**src/rtl/regfile_pkg.sv**
```systemverilog
// Shared types and sizes for the 32 x 32-bit register file sequencer.
// Imported by the arbiter, its interface and the top level.
package regfile_pkg;

   localparam int RF_ADDR_W = 5;
   localparam int RF_DATA_W = 32;
   localparam int RF_DEPTH  = 32;

   typedef enum logic {
      S_INIT,
      S_RUN
   } rf_ctl_state_t;

   // Pointer width for an N-way round robin; never zero.
   function automatic int ptr_w(input int n);
      return (n > 1) ? $clog2(n) : 1;
   endfunction

endpackage

```
**src/rtl/regfile32_port_arbiter_if.sv**
```systemverilog
// Request, response and register-file bundle of the port arbiter.
// Signal suffixes are from the arbiter's point of view.
interface regfile32_port_arbiter_if
   import regfile_pkg::*;
#(
   parameter int NUM_RD = 2,
   parameter int NUM_WR = 2
);

   logic [NUM_RD-1:0]           rd_req_valid_i;
   logic [NUM_RD*RF_ADDR_W-1:0] rd_req_addr_i;
   logic [NUM_RD-1:0]           rd_req_ready_o;
   logic [NUM_RD-1:0]           rd_rsp_valid_o;
   logic [RF_DATA_W-1:0]        rd_rsp_data_o;

   logic [NUM_WR-1:0]           wr_req_valid_i;
   logic [NUM_WR*RF_ADDR_W-1:0] wr_req_addr_i;
   logic [NUM_WR*RF_DATA_W-1:0] wr_req_data_i;
   logic [NUM_WR-1:0]           wr_req_ready_o;

   logic [RF_ADDR_W-1:0]        rf_source_o;
   logic [RF_DATA_W-1:0]        rf_source_data_i;
   logic [RF_ADDR_W-1:0]        rf_dest_o;
   logic [RF_DATA_W-1:0]        rf_data_w_o;
   logic                        rf_dest_we_o;

   logic                        init_done_o;

   modport slave (
      input  rd_req_valid_i,
      input  rd_req_addr_i,
      output rd_req_ready_o,
      output rd_rsp_valid_o,
      output rd_rsp_data_o,
      input  wr_req_valid_i,
      input  wr_req_addr_i,
      input  wr_req_data_i,
      output wr_req_ready_o,
      output rf_source_o,
      input  rf_source_data_i,
      output rf_dest_o,
      output rf_data_w_o,
      output rf_dest_we_o,
      output init_done_o
   );

   modport master (
      output rd_req_valid_i,
      output rd_req_addr_i,
      input  rd_req_ready_o,
      input  rd_rsp_valid_o,
      input  rd_rsp_data_o,
      output wr_req_valid_i,
      output wr_req_addr_i,
      output wr_req_data_i,
      input  wr_req_ready_o,
      input  rf_source_o,
      output rf_source_data_i,
      input  rf_dest_o,
      input  rf_data_w_o,
      input  rf_dest_we_o,
      input  init_done_o
   );

endinterface

```
**src/rtl/rr_arbiter.sv**
```systemverilog
// Combinational round-robin grant: search starts at ptr_i and wraps.
// advance_i low suppresses every grant.
module rr_arbiter
   import regfile_pkg::*;
#(
   parameter int N = 2,
   localparam int PW = ptr_w(N)
) (
   input  logic [N-1:0]  req_i,
   input  logic [PW-1:0] ptr_i,
   input  logic          advance_i,
   output logic [N-1:0]  grant_o
);

   logic          found;
   logic [PW-1:0] idx;

   // First requester at or after the pointer wins.
   always_comb begin
      grant_o = '0;
      found   = 1'b0;
      idx     = '0;
      for (int k = 0; k < N; k++) begin
         idx = PW'((int'(ptr_i) + k) % N);
         if (advance_i && !found && req_i[idx]) begin
            grant_o[idx] = 1'b1;
            found        = 1'b1;
         end
      end
   end

endmodule

```
**src/rtl/regfile32_port_arbiter.sv**
```systemverilog
// Clears the register file after reset, then round-robin shares its
// read and write ports; read data is registered with write bypass.
module regfile32_port_arbiter
   import regfile_pkg::*;
#(
   parameter int NUM_RD  = 2,
   parameter int NUM_WR  = 2,
   parameter bit ZERO_R0 = 1'b0
) (
   input logic                    core_clock_i,
   input logic                    core_reset_i,
   regfile32_port_arbiter_if.slave bus
);

   localparam int RPW = ptr_w(NUM_RD);
   localparam int WPW = ptr_w(NUM_WR);

   rf_ctl_state_t        state_q;
   logic [RF_ADDR_W-1:0] cnt_q;
   logic [RPW-1:0]       rd_ptr_q, rd_ptr_d;
   logic [WPW-1:0]       wr_ptr_q, wr_ptr_d;
   logic [NUM_RD-1:0]    rsp_valid_q;
   logic [RF_DATA_W-1:0] rsp_data_q, rsp_data_d;
   logic                 done_q;

   logic                 run;
   logic [NUM_RD-1:0]    rd_grant;
   logic [NUM_WR-1:0]    wr_grant;
   logic [RF_ADDR_W-1:0] rd_addr, wr_addr;
   logic [RF_DATA_W-1:0] wr_data;
   logic                 rd_any, wr_any, wr_we;

   assign run = (state_q == S_RUN);

   rr_arbiter #(.N(NUM_RD)) u_rd_arb (
      .req_i     (bus.rd_req_valid_i),
      .ptr_i     (rd_ptr_q),
      .advance_i (run),
      .grant_o   (rd_grant)
   );

   rr_arbiter #(.N(NUM_WR)) u_wr_arb (
      .req_i     (bus.wr_req_valid_i),
      .ptr_i     (wr_ptr_q),
      .advance_i (run),
      .grant_o   (wr_grant)
   );

   // Read mux: granted address and the pointer slot after the winner.
   always_comb begin
      rd_addr  = '0;
      rd_ptr_d = rd_ptr_q;
      for (int i = 0; i < NUM_RD; i++) begin
         if (rd_grant[i]) begin
            rd_addr  = bus.rd_req_addr_i[i*RF_ADDR_W +: RF_ADDR_W];
            rd_ptr_d = (i == NUM_RD-1) ? '0 : RPW'(i+1);
         end
      end
   end

   // Write mux: granted address/data and the next pointer.
   always_comb begin
      wr_addr  = '0;
      wr_data  = '0;
      wr_ptr_d = wr_ptr_q;
      for (int i = 0; i < NUM_WR; i++) begin
         if (wr_grant[i]) begin
            wr_addr  = bus.wr_req_addr_i[i*RF_ADDR_W +: RF_ADDR_W];
            wr_data  = bus.wr_req_data_i[i*RF_DATA_W +: RF_DATA_W];
            wr_ptr_d = (i == NUM_WR-1) ? '0 : WPW'(i+1);
         end
      end
   end

   assign rd_any = |rd_grant;
   assign wr_any = |wr_grant;
   // Writes to r0 are acknowledged but dropped when r0 is hardwired.
   assign wr_we  = wr_any && !(ZERO_R0 && (wr_addr == '0));

   // Register-file drive: clear sweep during init, granted write after.
   always_comb begin
      bus.rf_source_o  = rd_addr;
      bus.rf_dest_we_o = run ? wr_we : 1'b1;
      bus.rf_dest_o    = run ? wr_addr : cnt_q;
      bus.rf_data_w_o  = run ? wr_data : '0;
      rsp_data_d       = bus.rf_source_data_i;
      // The file only updates on this edge, so forward the new value.
      if (rd_any && wr_we && (wr_addr == rd_addr)) begin
         rsp_data_d = wr_data;
      end
   end

   assign bus.rd_req_ready_o = rd_grant;
   assign bus.wr_req_ready_o = wr_grant;
   assign bus.rd_rsp_valid_o = rsp_valid_q;
   assign bus.rd_rsp_data_o  = rsp_data_q;
   assign bus.init_done_o    = done_q;

   // Sequencer FSM, round-robin pointers and registered read response.
   always_ff @(posedge core_clock_i or posedge core_reset_i) begin
      if (core_reset_i) begin
         state_q     <= S_INIT;
         cnt_q       <= '0;
         rd_ptr_q    <= '0;
         wr_ptr_q    <= '0;
         rsp_valid_q <= '0;
         rsp_data_q  <= '0;
         done_q      <= 1'b0;
      end else begin
         rsp_valid_q <= rd_grant;
         unique case (state_q)
            S_INIT: begin
               cnt_q <= cnt_q + 1'b1;
               if (cnt_q == RF_ADDR_W'(RF_DEPTH-1)) begin
                  state_q <= S_RUN;
                  done_q  <= 1'b1;
               end
            end
            S_RUN: begin
               rd_ptr_q <= rd_ptr_d;
               wr_ptr_q <= wr_ptr_d;
               if (rd_any) begin
                  rsp_data_q <= rsp_data_d;
               end
            end
            default: state_q <= S_INIT;
         endcase
      end
   end

endmodule

```
**src/flat_wrapper.sv**
```systemverilog
// flat-port wrapper written by rule: the top's interface ports become plain ports
module regfile32_port_arbiter_flat import regfile_pkg::*;
#(
   parameter int NUM_RD  = 2,
   parameter int NUM_WR  = 2,
   parameter bit ZERO_R0 = 1'b0
)
  (core_clock_i, core_reset_i, bus_rd_req_valid_i, bus_rd_req_addr_i, bus_rd_req_ready_o, bus_rd_rsp_valid_o, bus_rd_rsp_data_o, bus_wr_req_valid_i, bus_wr_req_addr_i, bus_wr_req_data_i, bus_wr_req_ready_o, bus_rf_source_o, bus_rf_source_data_i, bus_rf_dest_o, bus_rf_data_w_o, bus_rf_dest_we_o, bus_init_done_o);
  regfile32_port_arbiter_if #(.NUM_RD(NUM_RD), .NUM_WR(NUM_WR)) bus_i ();
  input logic core_clock_i;
  input logic core_reset_i;
  input wire logic [$bits(bus_i.rd_req_valid_i)-1:0] bus_rd_req_valid_i;
  input wire logic [$bits(bus_i.rd_req_addr_i)-1:0] bus_rd_req_addr_i;
  output wire logic [$bits(bus_i.rd_req_ready_o)-1:0] bus_rd_req_ready_o;
  output wire logic [$bits(bus_i.rd_rsp_valid_o)-1:0] bus_rd_rsp_valid_o;
  output wire logic [$bits(bus_i.rd_rsp_data_o)-1:0] bus_rd_rsp_data_o;
  input wire logic [$bits(bus_i.wr_req_valid_i)-1:0] bus_wr_req_valid_i;
  input wire logic [$bits(bus_i.wr_req_addr_i)-1:0] bus_wr_req_addr_i;
  input wire logic [$bits(bus_i.wr_req_data_i)-1:0] bus_wr_req_data_i;
  output wire logic [$bits(bus_i.wr_req_ready_o)-1:0] bus_wr_req_ready_o;
  output wire logic [$bits(bus_i.rf_source_o)-1:0] bus_rf_source_o;
  input wire logic [$bits(bus_i.rf_source_data_i)-1:0] bus_rf_source_data_i;
  output wire logic [$bits(bus_i.rf_dest_o)-1:0] bus_rf_dest_o;
  output wire logic [$bits(bus_i.rf_data_w_o)-1:0] bus_rf_data_w_o;
  output wire logic [$bits(bus_i.rf_dest_we_o)-1:0] bus_rf_dest_we_o;
  output wire logic [$bits(bus_i.init_done_o)-1:0] bus_init_done_o;
  assign bus_i.rd_req_valid_i = bus_rd_req_valid_i;
  assign bus_i.rd_req_addr_i = bus_rd_req_addr_i;
  assign bus_rd_req_ready_o = bus_i.rd_req_ready_o;
  assign bus_rd_rsp_valid_o = bus_i.rd_rsp_valid_o;
  assign bus_rd_rsp_data_o = bus_i.rd_rsp_data_o;
  assign bus_i.wr_req_valid_i = bus_wr_req_valid_i;
  assign bus_i.wr_req_addr_i = bus_wr_req_addr_i;
  assign bus_i.wr_req_data_i = bus_wr_req_data_i;
  assign bus_wr_req_ready_o = bus_i.wr_req_ready_o;
  assign bus_rf_source_o = bus_i.rf_source_o;
  assign bus_i.rf_source_data_i = bus_rf_source_data_i;
  assign bus_rf_dest_o = bus_i.rf_dest_o;
  assign bus_rf_data_w_o = bus_i.rf_data_w_o;
  assign bus_rf_dest_we_o = bus_i.rf_dest_we_o;
  assign bus_init_done_o = bus_i.init_done_o;
  regfile32_port_arbiter #(.NUM_RD(NUM_RD), .NUM_WR(NUM_WR), .ZERO_R0(ZERO_R0)) u_core (.core_clock_i(core_clock_i), .core_reset_i(core_reset_i), .bus(bus_i));
endmodule
```
**config.mk**
```make
export PLATFORM = sky130hd
export DESIGN_NAME = regfile32_port_arbiter_flat
export DESIGN_NICKNAME = d
export VERILOG_FILES = /design/src/rtl/regfile_pkg.sv /design/src/rtl/regfile32_port_arbiter_if.sv /design/src/rtl/rr_arbiter.sv /design/src/rtl/regfile32_port_arbiter.sv /design/src/flat_wrapper.sv
export SDC_FILE = /design/constraint.sdc
export NUM_CORES = 1
export LEC_CHECK = 0
export CORE_MARGIN = 3
export CORE_UTILIZATION = 33
export CTS_CLUSTER_DIAMETER = 40
export DETAILED_ROUTE_END_ITERATION = 10
export GPL_ROUTABILITY_DRIVEN = 0
export PLACE_DENSITY = 0.83
export SYNTH_ARGS = -nofsm -noshare
export SYNTH_HDL_FRONTEND = slang
export SYNTH_SLANG_ARGS = --single-unit
```
**constraint.sdc**
```tcl
create_clock -name core_clock_i -period 3.2 [get_ports core_clock_i]
set_input_delay 0.64 -clock core_clock_i [delete_from_list [all_inputs] [get_ports core_clock_i]]
set_output_delay 0.64 -clock core_clock_i [all_outputs]
set_load 0.02 [all_outputs]
```
### After elaboration in Yosys (flattened, before gate mapping)

Cells that the tools add are included.

| storage, ports and cells | value |
|---|---|
| bits in writable memories | 0 |
| register bits | 43 |
| memories | 0 |
| latch bits | 0 |
| ROM bits | 0 |

| cells by class | value |
|---|---|
| div/mod/pow operators | 0 |
| multiplexer cells | 38 |
| magnitude comparators | 8 |
| shift-type cells | 0 |
| reduce and logical (&&, ||, !) cells | 22 |
| add/subtract/negate cells | 3 |
| bitwise operators | 3 |
| equality and inequality tests | 2 |
| multiply operators | 0 |

Operators with widths:

| cell | count |
|---|---|
| $mux 32 | 4 |
| $mux 5 | 5 |
| $mux 1 | 21 |
| $logic_and 1x1->1 | 12 |
| $lt 1x2->1 const B | 4 |
| $mux 2 | 4 |
| $reduce_and 2->1 | 4 |
| $add 5x1->5 const B | 1 |
| $eq 5x5->1 | 1 |
| $eq 5x5->1 const B | 1 |
| $demux 1 s1 | 4 |
| $ge 1x1->1 const B | 4 |
| $or 2x2->2 | 2 |
| $reduce_bool 2->1 | 2 |
| $reduce_or 2->1 | 2 |
| $add 1x1->1 const B | 2 |
| $logic_not 1->1 | 2 |
| $not 1->1 | 1 |

### Longest topological paths before layout

| depth | value |
|---|---|
| depth in word-level cells | 13 |
| depth in mapped cells | 8 |
| depth with buffers taken out | 6 |

### Cells and area by module

Synthesis repeated with hierarchy kept, for this count alone.

| second synthesis, totals | value |
|---|---|
| cells, all modules | 257 |
| area total of the unflattened synthesis | 2633.8 µm² |

Modules (own cells, without submodules):

| module | area each (µm²) | cells each | instances |
|---|---|---|---|
| regfile32_port_arbiter | 2591.2 | 247 | 1 |
| rr_arbiter | 21.3 | 5 | 2 |

### Worst setup path before layout

Ideal clock, no wire load.

| timing | value |
|---|---|
| path type | in2reg |
| start | input bus_rd_req_valid_i[0] |
| end | register u_core.rsp_data_q[10] (netlist: u_core.bus.rd_rsp_data_o[10]) |
| stages on the path | 7 |
| data arrival time | 2.706 ns |
| slack | 0.368 ns |
| required time | 3.074 ns |
| cells stage by stage | nor2b_1 > o32ai_1 > and3_1 > o221ai_1 > o31a_1 > buf_6 > a221o_1 |

| between the ends | value |
|---|---|
| longest elaborated chain between the ends | 13 |
| elaborated cells between the ends (all ways) | 20 |
| those cells by class | eq/ne (1); mux (10); bitwise (1); reduce/logical (8) |

Ends and longest elaborated chain:

| item | line | RTL |
|---|---|---|
| start, declared | flat_wrapper.sv:12 | `input wire logic [$bits(bus_i.rd_req_valid_i)-1:0] bus_rd_req_valid_i;` |
| $mux 1 (implied by the code) (2 in series) | rr_arbiter.sv:25 | `if (advance_i && !found && req_i[idx]) begin` |
| $logic_and 1x1->1 | rr_arbiter.sv:25 |  |
| $mux 1 | rr_arbiter.sv:25 |  |
| $logic_not 1->1 | rr_arbiter.sv:25 |  |
| $logic_and 1x1->1 (2 in series) | rr_arbiter.sv:25 |  |
| $mux 2 * | rr_arbiter.sv:25 |  |
| $mux 5 | regfile32_port_arbiter.sv:54 | `if (rd_grant[i]) begin` |
| $mux 5 * | regfile32_port_arbiter.sv:54 |  |
| via bus_rf_source_o[4] | flat_wrapper.sv:21 | `output wire logic [$bits(bus_i.rf_source_o)-1:0] bus_rf_source_o;` |
| $eq 5x5->1 * | regfile32_port_arbiter.sv:88 | `if (rd_any && wr_we && (wr_addr == rd_addr)) begin` |
| $logic_and 1x1->1 * | regfile32_port_arbiter.sv:88 |  |
| $mux 32 * | regfile32_port_arbiter.sv:88 |  |
| end signal, assigned | regfile32_port_arbiter.sv:123 | `rsp_data_q <= rsp_data_d;` |
| end, declared | regfile32_port_arbiter.sv:23 | `logic [RF_DATA_W-1:0] rsp_data_q, rsp_data_d;` |

The timed path passes the listed nets; every way through them passes the cells marked *. The select of a mux whose other input is x is not followed.
A chain may end at the register's enable or synchronous reset.

### Final worst setup path

| timing | value |
|---|---|
| start | input bus_rd_req_valid_i[1] |
| end | output bus_rf_source_o[3] |

| between the ends | value |
|---|---|
| longest elaborated chain between the ends | 10 |
| elaborated cells between the ends (all ways) | 14 |
| those cells by class | mux (9); bitwise (1); reduce/logical (4) |

Ends and longest elaborated chain:

| item | line |
|---|---|
| $mux 1 (implied by the code) (2 in series) | rr_arbiter.sv:25 |
| $logic_and 1x1->1 | rr_arbiter.sv:25 |
| $mux 1 | rr_arbiter.sv:25 |
| $logic_not 1->1 | rr_arbiter.sv:25 |
| $logic_and 1x1->1 (2 in series) | rr_arbiter.sv:25 |
| $mux 2 * | rr_arbiter.sv:25 |
| $mux 5 | regfile32_port_arbiter.sv:54 |
| $mux 5 * | regfile32_port_arbiter.sv:54 |
| end, declared | flat_wrapper.sv:21 |

Every way passes the cells marked *; elsewhere a longest branch is shown, timed or not. The select of a mux whose other input is x is not followed.

==> impl_metrics.env <==
export IMPL_met1_usage=0.269
export IMPL_busiest_layer="met2"
export IMPL_reg2reg_from="u_core.run"
export IMPL_final_common_cell="clkdlybuf4s50_1"
export IMPL_critical_path_class="in2out"
export IMPL_vias=2877
export IMPL_vias_per_cell=5.34
export IMPL_p_int_w=0.00116
export IMPL_arrival_ns=2.59
export IMPL_hold_violations=0
export IMPL_die_area_um2=8580
export IMPL_peakVddDrop_uv=191
export IMPL_grt_pass1_vias=3002
export IMPL_drtIter0Drc=87
export IMPL_synth_largest_area_cell="dfrtp_1"
export IMPL_reg2regPathDepth=7
export IMPL_drc_errors=0
export IMPL_post_cts_setup_buffers=0
export IMPL_multi_input_area_um2=1330
export IMPL_violations="negative setup slack"
export IMPL_p_sw_frac=0.319
export IMPL_wl_per_cell_um=19.0
export IMPL_ioPinCount=204
export IMPL_fillCellCount=551
export IMPL_final_area_um2=4830
export IMPL_ys_ff_latch=43
export IMPL_switchingPower_w=0.000547
export IMPL_finalSetupViolCount=1
export IMPL_drv_cap=0
export IMPL_antenna_found_initial=0
export IMPL_grt_first_pass_wirelength_mm=15.9
export IMPL_grt_usage=0.233
export IMPL_rsz0062_at_grt="yes"
export IMPL_layout_common_cells="clkdlybuf4s50_1, dfrtp_1, a22o_1, and2_1, a221o_1"
export IMPL_power_total_w=0.00171
export IMPL_r2r_end="u_core.bus.rd_rsp_data_o[7]"
export IMPL_register_area_um2=1080
export IMPL_ant_nets=0
export IMPL_max_slew_worst_pin_slew_ns=0.909
export IMPL_synth_top_cell_area_share=0.435
export IMPL_synth_area_um2=2480
export IMPL_fin_crit_ns=3.23
export IMPL_fin_worst_skew_ns=0.00721
export IMPL_coreArea_um2=7020
export IMPL_io_buffers=203
export IMPL_place_hpwl_mm=7.91
export IMPL_pwr_share_comb=0.439
export IMPL_postRouteWirelength_mm=10.3
export IMPL_htree_levels=2
export IMPL_diodes=0
export IMPL_power_density_nw_per_um2=355
export IMPL_crit_path_max_fanout=5
export IMPL_min_path_type="reg2reg"
export IMPL_yosysSeqAreaShare=0.435
export IMPL_syn_to_final_growth_pct=94.9
export IMPL_finalNetCount=567
export IMPL_cts_tree="done"
export IMPL_cts_sinks=43
export IMPL_post_synth_cell_area_avg_um2=10.6
export IMPL_startpoint="bus_rd_req_valid_i[1]"
export IMPL_status="complete, but fails checks"
export IMPL_max_freq_mhz=310
export IMPL_cts_buffers=5
export IMPL_final_period_utilization=1.01
export IMPL_endpoint_kind="output port"
export IMPL_yosysUniqueCellTypes=38
export IMPL_drv_slew=0
export IMPL_postPlaceCellArea_um2=4750
export IMPL_clk_pin_slew_ns=0.07
export IMPL_die_width_um=92.6
export IMPL_grt_remaining_overflow=0
export IMPL_grt_max_degree=44
export IMPL_worst_slack_ns=-0.0263
export IMPL_cp_endpoint="bus_rf_source_o[3]"
export IMPL_relSlewSlack=0.393
export IMPL_start_kind="input pin"
export IMPL_p_leak_nw=2.14
export IMPL_cts_max_path_buffers=2
export IMPL_ys_warn_count=0
export IMPL_die_h_um=92.6
export IMPL_synth_fp_nets=357
export IMPL_r2r_slack_ns=0.54
export IMPL_synthCells=233
export IMPL_clk_latency_ns=0.29
export IMPL_synth_area_top_cells="dfrtp_1, a221o_1, a22o_1"
export IMPL_drtPass1Iterations=4
export IMPL_final_layout_size_suffix_gt1_frac=0.0993
export IMPL_p_clk_frac=0.201
export IMPL_final_core_util=0.688
export IMPL_start_util=0.353
export IMPL_cp_required_ns=2.56
export IMPL_cts_root_buffer="clkbuf_8"
export IMPL_met3_usage=0.0845
export IMPL_num_rows=30
export IMPL_grt_use_met2=0.410
export IMPL_pwr_share_seq=0.360
[what timing repair did]
| item | in CTS | in global routing |
|---|---|---|
| setup endpoints to repair | 31 | 8 |
| hold buffers | 0 | 0 |
| resized for setup | 31 | 6 |
[cell type report]
class,count,area share
clock buffer,6,0.0171
clock inverter,1,0.00104
inverter,4,0.00311
multi-input combinational,166,0.275
sequential,43,0.223
tap,96,0.0249
timing repair buffer,223,0.456
[worst max-delay path: stages]
cell,delay [ns]
clkdlybuf4s50_1,0.59
inv_2,0.12
o32ai_1,0.51
clkdlybuf4s50_1,0.72
[cells in the mapped netlist]
master,n
buf_2,4
a32o_1,3
inv_2,1
o31a_1,1
nor3_2,1
a32oi_1,2
a21oi_1,7
inv_1,3
buf_1,2
buf_6,3
o32ai_2,1
a22o_1,32
a221o_1,32
nor2b_1,1
a21boi_1,1
nor3_1,1
and2_1,32
o2bb2ai_1,1
ha_1,2
clkbuf_1,11
mux2_2,5
a31oi_1,1
o32ai_1,3
o21ai_0,2
nor2_1,7
dfrtp_1,43
o22a_1,1
and3_1,5
nand4_1,1
or3_1,1
a21o_1,2
o21bai_1,1
nand2_1,12
or2_2,1
xnor2_1,4
a21bo_2,1
nand2b_1,1
o221ai_1,1
[routing by layer]
metal  routed length (µm)  part of all wire  up-vias
met5                    0                 0        -
met4                  155             0.015        0
met3                 1000             0.098       14
met2                 5180              0.51      144
met1                 3910              0.38     1385
li1                     -                 -     1334
[how the worst min path moves through the flow]
stage	slack, ns	endpoint	depth (start not counted)	start
finish	0.46	u_core.bus.init_done_o	1	u_core.bus.init_done_o
global route	0.49	u_core.bus.init_done_o	1	u_core.bus.init_done_o
CTS	0.47	u_core.bus.init_done_o	1	u_core.bus.init_done_o
detailed placement	0.45	u_core.bus.init_done_o	1	u_core.bus.init_done_o
global placement	0.44	u_core.bus.init_done_o	1	u_core.bus.init_done_o
floorplan	0.46	u_core.cnt_q[3]	1	u_core.cnt_q[3]
[sequential cells by signal, indices dropped and copies added, names as in the netlist]
name and count:
u_core.rd_ptr_q 1, u_core.cnt_q 5, u_core.bus.rd_rsp_valid_o 2, u_core.bus.init_done_o 1, u_core.wr_ptr_q 1, u_core.bus.rd_rsp_data_o 32, u_core.run 1
[logic make-up after synthesis]
kind of cell	after synthesis	synth area share
AO/OA/AOI/OAI	92	0.330
XOR/XNOR	4	0.0141
adder cells (fa/ha/maj)	2	0.0101
buffers and inverters	24	0.0475
flip-flops	43	0.435
multiplexers	5	0.0227
AND/OR/NAND/NOR	63	0.141
[through the flow]
step	std cells	hold slack [ns]	setup WS [ns]	setup TNS [ns]
2_1_floorplan	233	0.456	0.368	0
3_3_place_gp	532	0.440	-0.0510	-0.0880
3_5_place_dp	532	0.447	-0.0710	-1.18
4_1_cts	539	0.466	0.00209	0
5_1_grt	539	0.492	-0.0380	-0.0380
6_report	539	0.463	-0.0263	-0.0263
[power by group through the flow]
stage / Sequential (W) / Clock, W / Combinational [W]
after floorplan: 0.000675 / 0 / 0.000279
after global placement: 0.000623 / 0 / 0.000769
after detailed placement: 0.000625 / 0 / 0.000777
after CTS: 0.000615 / 0.000357 / 0.000751
after global routing: 0.000621 / 0.000381 / 0.000796
final: 0.000616 / 0.000344 / 0.000751
Power figures use the tool's default switching activity.
